### config.mk
export PLATFORM = sky130hd
export DESIGN_NAME = contador_ajuste_bcd_param
export DESIGN_NICKNAME = d
export VERILOG_FILES = /design/src/rtl/contador_ajuste_bcd_param_pkg.sv /design/src/rtl/contador_ajuste_bcd_param_rpt_tecla.sv /design/src/rtl/contador_ajuste_bcd_param.sv
export SDC_FILE = /design/constraint.sdc
export NUM_CORES = 1
export LEC_CHECK = 0
export CAP_MARGIN = 20
export CORE_MARGIN = 10
export CORE_UTILIZATION = 50
export DETAILED_ROUTE_END_ITERATION = 12
export PLACE_DENSITY = 0.72
export SKIP_LAST_GASP = 1
export SYNTH_ARGS = -nofsm -noshare
export SYNTH_HDL_FRONTEND = slang
export SYNTH_SLANG_ARGS = --single-unit
export TNS_END_PERCENT = 50
### constraint.sdc
create_clock -name clk -period 3.1 [get_ports clk]
set_input_delay 0.31 -clock clk [delete_from_list [all_inputs] [get_ports clk]]
set_output_delay 0.31 -clock clk [all_outputs]
set_load 0.005 [all_outputs]
### src/rtl/contador_ajuste_bcd_param_pkg.sv
// Shared definitions for the adjustable time-field counters: key auto-repeat
// state encoding, standard field limits/select codes and a 0..99 to BCD helper.
package contador_ajuste_bcd_param_pkg;

    typedef enum logic [1:0] {
        IDLE   = 2'd0,
        HOLD   = 2'd1,
        REPEAT = 2'd2
    } rpt_state_t;

    localparam int SEC_MAX  = 59;
    localparam int MIN_MAX  = 59;
    localparam int HOUR_MAX = 23;

    localparam logic [3:0] FIELD_SEC  = 4'd1;
    localparam logic [3:0] FIELD_MIN  = 4'd2;
    localparam logic [3:0] FIELD_HOUR = 4'd3;

    // Splits a binary value in 0..99 into {tens, units} BCD digits.
    function automatic logic [7:0] bin_to_bcd(input logic [6:0] value);
        return {4'(value / 7'd10), 4'(value % 7'd10)};
    endfunction

endpackage

### src/rtl/contador_ajuste_bcd_param_rpt_tecla.sv
// Key auto-repeat: one step on press, a second after HOLD_DELAY cycles held,
// then one every REPEAT_PERIOD cycles. Dropping the key or changing direction
// returns to IDLE without stepping; abort forces IDLE immediately.
module rpt_tecla
    import contador_ajuste_bcd_param_pkg::*;
#(
    parameter int HOLD_DELAY    = 50_000_000,
    parameter int REPEAT_PERIOD = 13_000_000
) (
    input  logic clk,
    input  logic reset,
    input  logic key,
    input  logic dir_in,
    input  logic abort,
    output logic step,
    output logic dir
);

    localparam int MAX_WAIT = (HOLD_DELAY > REPEAT_PERIOD) ? HOLD_DELAY : REPEAT_PERIOD;
    localparam int TW       = (MAX_WAIT > 1) ? $clog2(MAX_WAIT) : 1;
    localparam logic [TW-1:0] HOLD_LAST   = TW'(HOLD_DELAY - 1);
    localparam logic [TW-1:0] REPEAT_LAST = TW'(REPEAT_PERIOD - 1);

    rpt_state_t    state;
    rpt_state_t    state_next;
    logic [TW-1:0] timer;
    logic [TW-1:0] timer_next;
    logic          dir_q;
    logic          dir_next;
    logic          changed;

    assign changed = (dir_in != dir_q);

    // State, timer and latched direction registers.
    always_ff @(posedge clk or posedge reset) begin
        if (reset) begin
            state <= IDLE;
            timer <= '0;
            dir_q <= 1'b0;
        end else begin
            state <= state_next;
            timer <= timer_next;
            dir_q <= dir_next;
        end
    end

    // Next state: the timer runs in HOLD/REPEAT and is cleared on every step or exit.
    always_comb begin
        state_next = state;
        timer_next = timer;
        dir_next   = dir_q;
        if (abort) begin
            state_next = IDLE;
            timer_next = '0;
        end else begin
            case (state)
                IDLE: begin
                    if (key) begin
                        state_next = HOLD;
                        timer_next = '0;
                        dir_next   = dir_in;
                    end
                end
                HOLD: begin
                    if (!key || changed) begin
                        state_next = IDLE;
                        timer_next = '0;
                    end else if (timer == HOLD_LAST) begin
                        state_next = REPEAT;
                        timer_next = '0;
                    end else begin
                        timer_next = timer + TW'(1);
                    end
                end
                REPEAT: begin
                    if (!key || changed) begin
                        state_next = IDLE;
                        timer_next = '0;
                    end else if (timer == REPEAT_LAST) begin
                        timer_next = '0;
                    end else begin
                        timer_next = timer + TW'(1);
                    end
                end
                default: begin
                    state_next = IDLE;
                    timer_next = '0;
                end
            endcase
        end
    end

    // Step strobe: immediate on press, then on each timer expiry while the key holds.
    always_comb begin
        step = 1'b0;
        dir  = dir_q;
        if (!abort) begin
            case (state)
                IDLE: begin
                    if (key) begin
                        step = 1'b1;
                        dir  = dir_in;
                    end
                end
                HOLD:    step = key && !changed && (timer == HOLD_LAST);
                REPEAT:  step = key && !changed && (timer == REPEAT_LAST);
                default: step = 1'b0;
            endcase
        end
    end

endmodule

### src/rtl/contador_ajuste_bcd_param.sv
// One adjustable time field (hours, minutes or seconds): key-driven up/down
// adjust with auto-repeat, cascade increment with carry, synchronous load, and
// registered BCD decode with optional 12 h display for the hour field.
module contador_ajuste_bcd_param
    import contador_ajuste_bcd_param_pkg::*;
#(
    parameter int MOD_MAX       = HOUR_MAX,
    parameter int N             = 7,
    parameter int FIELD_ID      = 3,
    parameter int HOUR_MODE     = 1,
    parameter int HOLD_DELAY    = 50_000_000,
    parameter int REPEAT_PERIOD = 13_000_000
) (
    input  logic         clk,
    input  logic         reset,
    input  logic         enUP,
    input  logic         enDOWN,
    input  logic [3:0]   en_count,
    input  logic         formato_hora,
    input  logic         inc_tick,
    input  logic         load,
    input  logic [N-1:0] load_value,
    output logic [N-1:0] count,
    output logic         carry_out,
    output logic [3:0]   digit1,
    output logic [3:0]   digit0,
    output logic         AM_PM
);

    localparam logic [N-1:0] MAX_VAL = N'(MOD_MAX);

    logic       sel;
    logic       key;
    logic       step;
    logic       dir;
    logic [6:0] value;
    logic [6:0] hour12;
    logic [7:0] bcd;
    logic       pm;

    assign sel = (en_count == 4'(FIELD_ID));
    assign key = sel & (enUP ^ enDOWN);

    rpt_tecla #(
        .HOLD_DELAY    (HOLD_DELAY),
        .REPEAT_PERIOD (REPEAT_PERIOD)
    ) u_rpt (
        .clk    (clk),
        .reset  (reset),
        .key    (key),
        .dir_in (enUP),
        .abort  (load),
        .step   (step),
        .dir    (dir)
    );

    // Counter with priority load > adjust step > cascade tick; only tick wraps carry.
    always_ff @(posedge clk or posedge reset) begin
        if (reset) begin
            count     <= '0;
            carry_out <= 1'b0;
        end else begin
            carry_out <= 1'b0;
            if (load) begin
                if (load_value <= MAX_VAL) begin
                    count <= load_value;
                end
            end else if (step) begin
                if (dir) begin
                    count <= (count == MAX_VAL) ? '0 : count + N'(1);
                end else begin
                    count <= (count == '0) ? MAX_VAL : count - N'(1);
                end
            end else if (inc_tick && !sel) begin
                count     <= (count == MAX_VAL) ? '0 : count + N'(1);
                carry_out <= (count == MAX_VAL);
            end
        end
    end

    // Display value: plain decimal, or 1..12 with AM/PM when 12 h format is active.
    always_comb begin
        value  = 7'(count);
        hour12 = '0;
        pm     = 1'b0;
        bcd    = bin_to_bcd(value);
        if ((HOUR_MODE != 0) && formato_hora) begin
            hour12 = value % 7'd12;
            if (hour12 == 7'd0) begin
                hour12 = 7'd12;
            end
            pm  = (value >= 7'd12);
            bcd = bin_to_bcd(hour12);
        end
    end

    // Registered decode outputs, one cycle behind count.
    always_ff @(posedge clk or posedge reset) begin
        if (reset) begin
            digit1 <= 4'd0;
            digit0 <= 4'd0;
            AM_PM  <= 1'b0;
        end else begin
            digit1 <= bcd[7:4];
            digit0 <= bcd[3:0];
            AM_PM  <= pm;
        end
    end

endmodule

==> results <==
- Clock-pin slew was measured on the worst setup and hold paths at about 90 ps.
- The total global routing overflow is 0.
- The cell leakage power is between 1.5 and 2 nW.
- The die area is 10900 sq um.
- The checks that failed: setup timing.
- The worst relative slew slack is 0.597.
- The final cycle utilization of the critical path is 1.09.
- The congestion estimate from routability-driven global placement came to 0.993.
- The routed design could run at a clock period as short as 3380 ps.
- The average via count per standard cell is slightly below 6.
- The hold violation total from the final report came to 0.
- Of the total synthesized cell area, the portion taken by full adders, half adders and majority gates is 0.0483.
- The worst-case vdd ir drop is ~430 uV.
- The synthesized instance count is between 400 and 500.
- The element type at the critical path end is a flop.
- After layout, the worst setup slack is -276 ps.
- In the final routed layout, each cell accounts on average for roughly 16 um.
- The predominant post-synthesis flop cell is dfrtp_1.
- Synthesis inferred 46 register bits.
- The number of antenna violations at the first check in global routing is 0.
- The clock passes through at most 2 buffers.
- After floorplanning, the core was divided into 30 placement rows.
- The number of input and output port buffers inserted is 34.
- The number of filler cells placed in the layout is 527.
- Of the cells placed in the final design, the portion with a size suffix greater than 1 is 0.217.
- The distinct cell type count of the synthesized netlist is 71.
- In this run the worst path has a maximum fanout of 8.
- The share of the synthesized area in compound gates (AO/OA/AOI/OAI) is 0.226.
- After floorplanning, the core was sized to cover approximately 6900 sq um.
- Counting flops with an async set or reset pin after synthesis yields a share of 1.00.
- The analysis attributes to net switching a power of 1.22 mW.
- The clock skew after layout is about 12 ps.
- Leaving out fill and tap cells, the most frequent cell in the layout is buf_4.
- The combinational fraction of design power is 0.646.
- After the last flow step, the layout net total stands at approximately 580.
- For this design, the sink count on the clock tree is 46.
- The endpoint required time on the critical path is roughly 3300 ps.
- On the final layout, the worst hold slack is roughly 180 ps.
- The setup slack of the worst register-to-register path is -280 ps.
- The startpoint of the worst-slack reg-to-reg timing path is count[5].
- The portion of synthesized area spent on multiplexers is 0.0147.
- Detailed routing inserted a total of approximately 3800 vias.
- The H-tree level count is 2.
- For the worst flop-to-flop path, the logic depth is 14.
- Across every metal layer, demand over resource in global routing totals 0.178.
- The Yosys step of the flow raised 0 warnings.
- Clock tree synthesis inserted a total of 5 buffers.
- After legalization and detailed placement, the total HPWL measured around 7.7 mm.
- The initial utilization of the core area, before any placement, comes to 0.521.
- The first-pass GRT wire length is 16.9 mm.
- Internal power comes to around 1.9 mW.
- The share of total power dissipated in sequential elements is 0.232.
- The endpoint identified for the worst register-to-register timing path is digit0[2].
- Of the total synthesized cell area, the portion taken by AND, OR, NAND and NOR gates is 0.285.
- The flow ran to the end, but the final reports show violations.
- The combinational family with the most area after synthesis is simple AND/OR/NAND/NOR gates.
- The number of maximum-capacitance violations is 0.
- The number of nets produced by synthesis is approximately 480.
- The share of synthesized area in the top cell type comes to 0.322.
- For the pin with the worst max-slew slack, the measured transition is 600 ps.
- In the layout the commonest cells are buf_4, nor2_1, dfrtp_1, nand2_1, clkdlybuf4s50_1.
- Setup total negative slack on the finished layout was measured at -767 ps.
- The share of total power dissipated in the clock network is 0.122.
- Summing every instance area after synthesis gives ~3600 sq um.
- In the post-synthesis netlist, the biggest area contributors are dfrtp_1, nor2_1, nand2_1, o21ai_0, ha_1.
- The share of the yosys chip area belonging to registers is 0.322.
- The floorplan step set the die height to about 100 um.
- Setup violations remaining at the end of the flow were counted as 4.
- The average instance in the mapped netlist occupies slightly above 8 sq um.
- Once detail routing completed, the nets flagged for antenna violations numbered 0.
- The number of antenna diodes in the final layout is 0.
- In the routed design, unresolved DRC markers number 0.
- The die extent in x is around 100 um.
- The min-delay analysis places its worst path in the category in -> async.
- The startpoint of the most critical setup path is count[5].
- From synthesis to final layout, the design area changed by 33.9%.
- Data arrives at the worst endpoint at about 3600 ps.
- Of the total synthesized cell area, the portion taken by XOR and XNOR cells is 0.0612.
- In this run the power density over the cells is between 600 and 700 nW/um^2.
- The critical path is of the reg -> reg type.
- Of the total power, the share spent switching nets is 0.394.
- In this run the worst setup path terminates at digit0[2].
- TritonCTS built the clock tree.
- Entering global routing, the biggest net connects between 40 and 50 pins.
- The number of primary I/O pins is 35.
- For this run, the top clock speed supported by timing is 296 MHz.
- In this run, synthesis inferred 0 flip-flops with an integrated enable.
- The final layout contains routed wiring with a total length of ~10 mm.
- The count of pins over their slew limit is 0.
- The via count of the first global-routing pass is between 3000 and 4000.
- The later pin in the worst-skew pair is clocked with a latency of ~300 ps.
- The first-iteration detailed-routing DRC count is between 200 and 300.
- The buffer cell driving the clock tree root is clkbuf_8.
- Setup repair after global routing could not meet its margin everywhere.
- The iteration count of the initial detailed-routing pass is 5.
- The top cell type by total area after synthesis is dfrtp_1.
- The worst setup path is launched from a flop.
- The total chip power is roughly 3.1 mW.
routing by layer:
metal	track usage	wire, um	up-vias	part of all wire
met5	0	0	-	0
met2	0.326	5360	119	0.53
li1	-	-	1829	-
met4	0.0618	129	0	0.013
met1	0.212	4190	1798	0.42
met3	0.0166	395	16	0.039
critical path: stages, from the launching register on:
cell and delay [ps]:
dfrtp_2 450, ha_4 200, or4b_4 480, o211a_2 140
a22o_1 210, buf_4 140, a311oi_4 320, nor4_1 130
a31oi_1 250, o211ai_1 170, buf_4 170, buf_4 120
buf_4 130, or2_1 220, a32oi_1 150
cell usage after synthesis, types with 11 or more instances:
cell	count
o21ai_0	33
ha_1	13
xor2_1	15
nor3_1	13
nand2b_1	11
nor2_1	58
nand3_1	19
dfrtp_1	46
a21oi_1	18
clkbuf_1	15
nand2_1	44
inv_1	17
stage by stage:
| stage | util | std cells | worst slack, ps | area, sq um |
|---|---|---|---|---|
| after floorplan | - | 444 | -274 | 3610 |
| after global placement | 0.659 | 627 | -171 | 4520 |
| after detailed placement | 0.659 | 627 | -296 | 4520 |
| after CTS | 0.688 | 642 | -215 | 4720 |
| after global routing | 0.697 | 645 | -392 | 4790 |
| final | 0.697 | 645 | -276 | 4790 |
power groups by stage:
| stage | clock, mW | sequential, mW | combinational (mW) |
|---|---|---|---|
| after global placement | 0 | 0.722 | 1.76 |
| final | 0.378 | 0.719 | 2.00 |
| after global routing | 0.408 | 0.727 | 2.15 |
| after floorplan | 0 | 0.744 | 0.961 |
| after detailed placement | 0 | 0.723 | 1.79 |
| after CTS | 0.386 | 0.718 | 1.91 |
cell type report:
type                       instances  area (sq um)  share of cell area
clock inverter                     1          5.00             0.00104
sequential                        46          1150               0.241
clock buffer                       7          86.3              0.0180
tap                               96           120              0.0251
multi-input combinational        360          2370               0.494
timing repair buffer             117           991               0.207
inverter                          18          67.6              0.0141
sequential cells by signal, indices dropped and copies added (netlist names):
signal       count
digit0           4
u_rpt.state      2
u_rpt.timer     26
count            7
carry_out        1
AM_PM            1
digit1           4
u_rpt.dir_q      1
cells by family after synthesis:
family          Yosys count
simple gates            201
compound gates          115
flops                    46
buf+inv                  38
xor+xnor                 25
fa+ha+maj                14
mux                       5
how the worst min path moves through the flow:
stage                        start             end  slack [ps]  cells after the start
CTS                 u_rpt.timer[1]  u_rpt.timer[1]         530                      2
finish                       reset  u_rpt.timer[2]         180                      2
global placement    u_rpt.timer[1]  u_rpt.timer[1]         490                      2
global route                 reset  u_rpt.timer[2]         180                      2
detailed placement  u_rpt.timer[1]  u_rpt.timer[1]         510                      2
floorplan                 inc_tick       carry_out         430                      2
what timing repair did:
action,in CTS,in global routing
gates resized for setup,11,8
setup buffers,7,1
hold buffers,0,0
pin swaps,11,5
setup endpoints to repair,5,7
(Power assumes the default switching activity.)
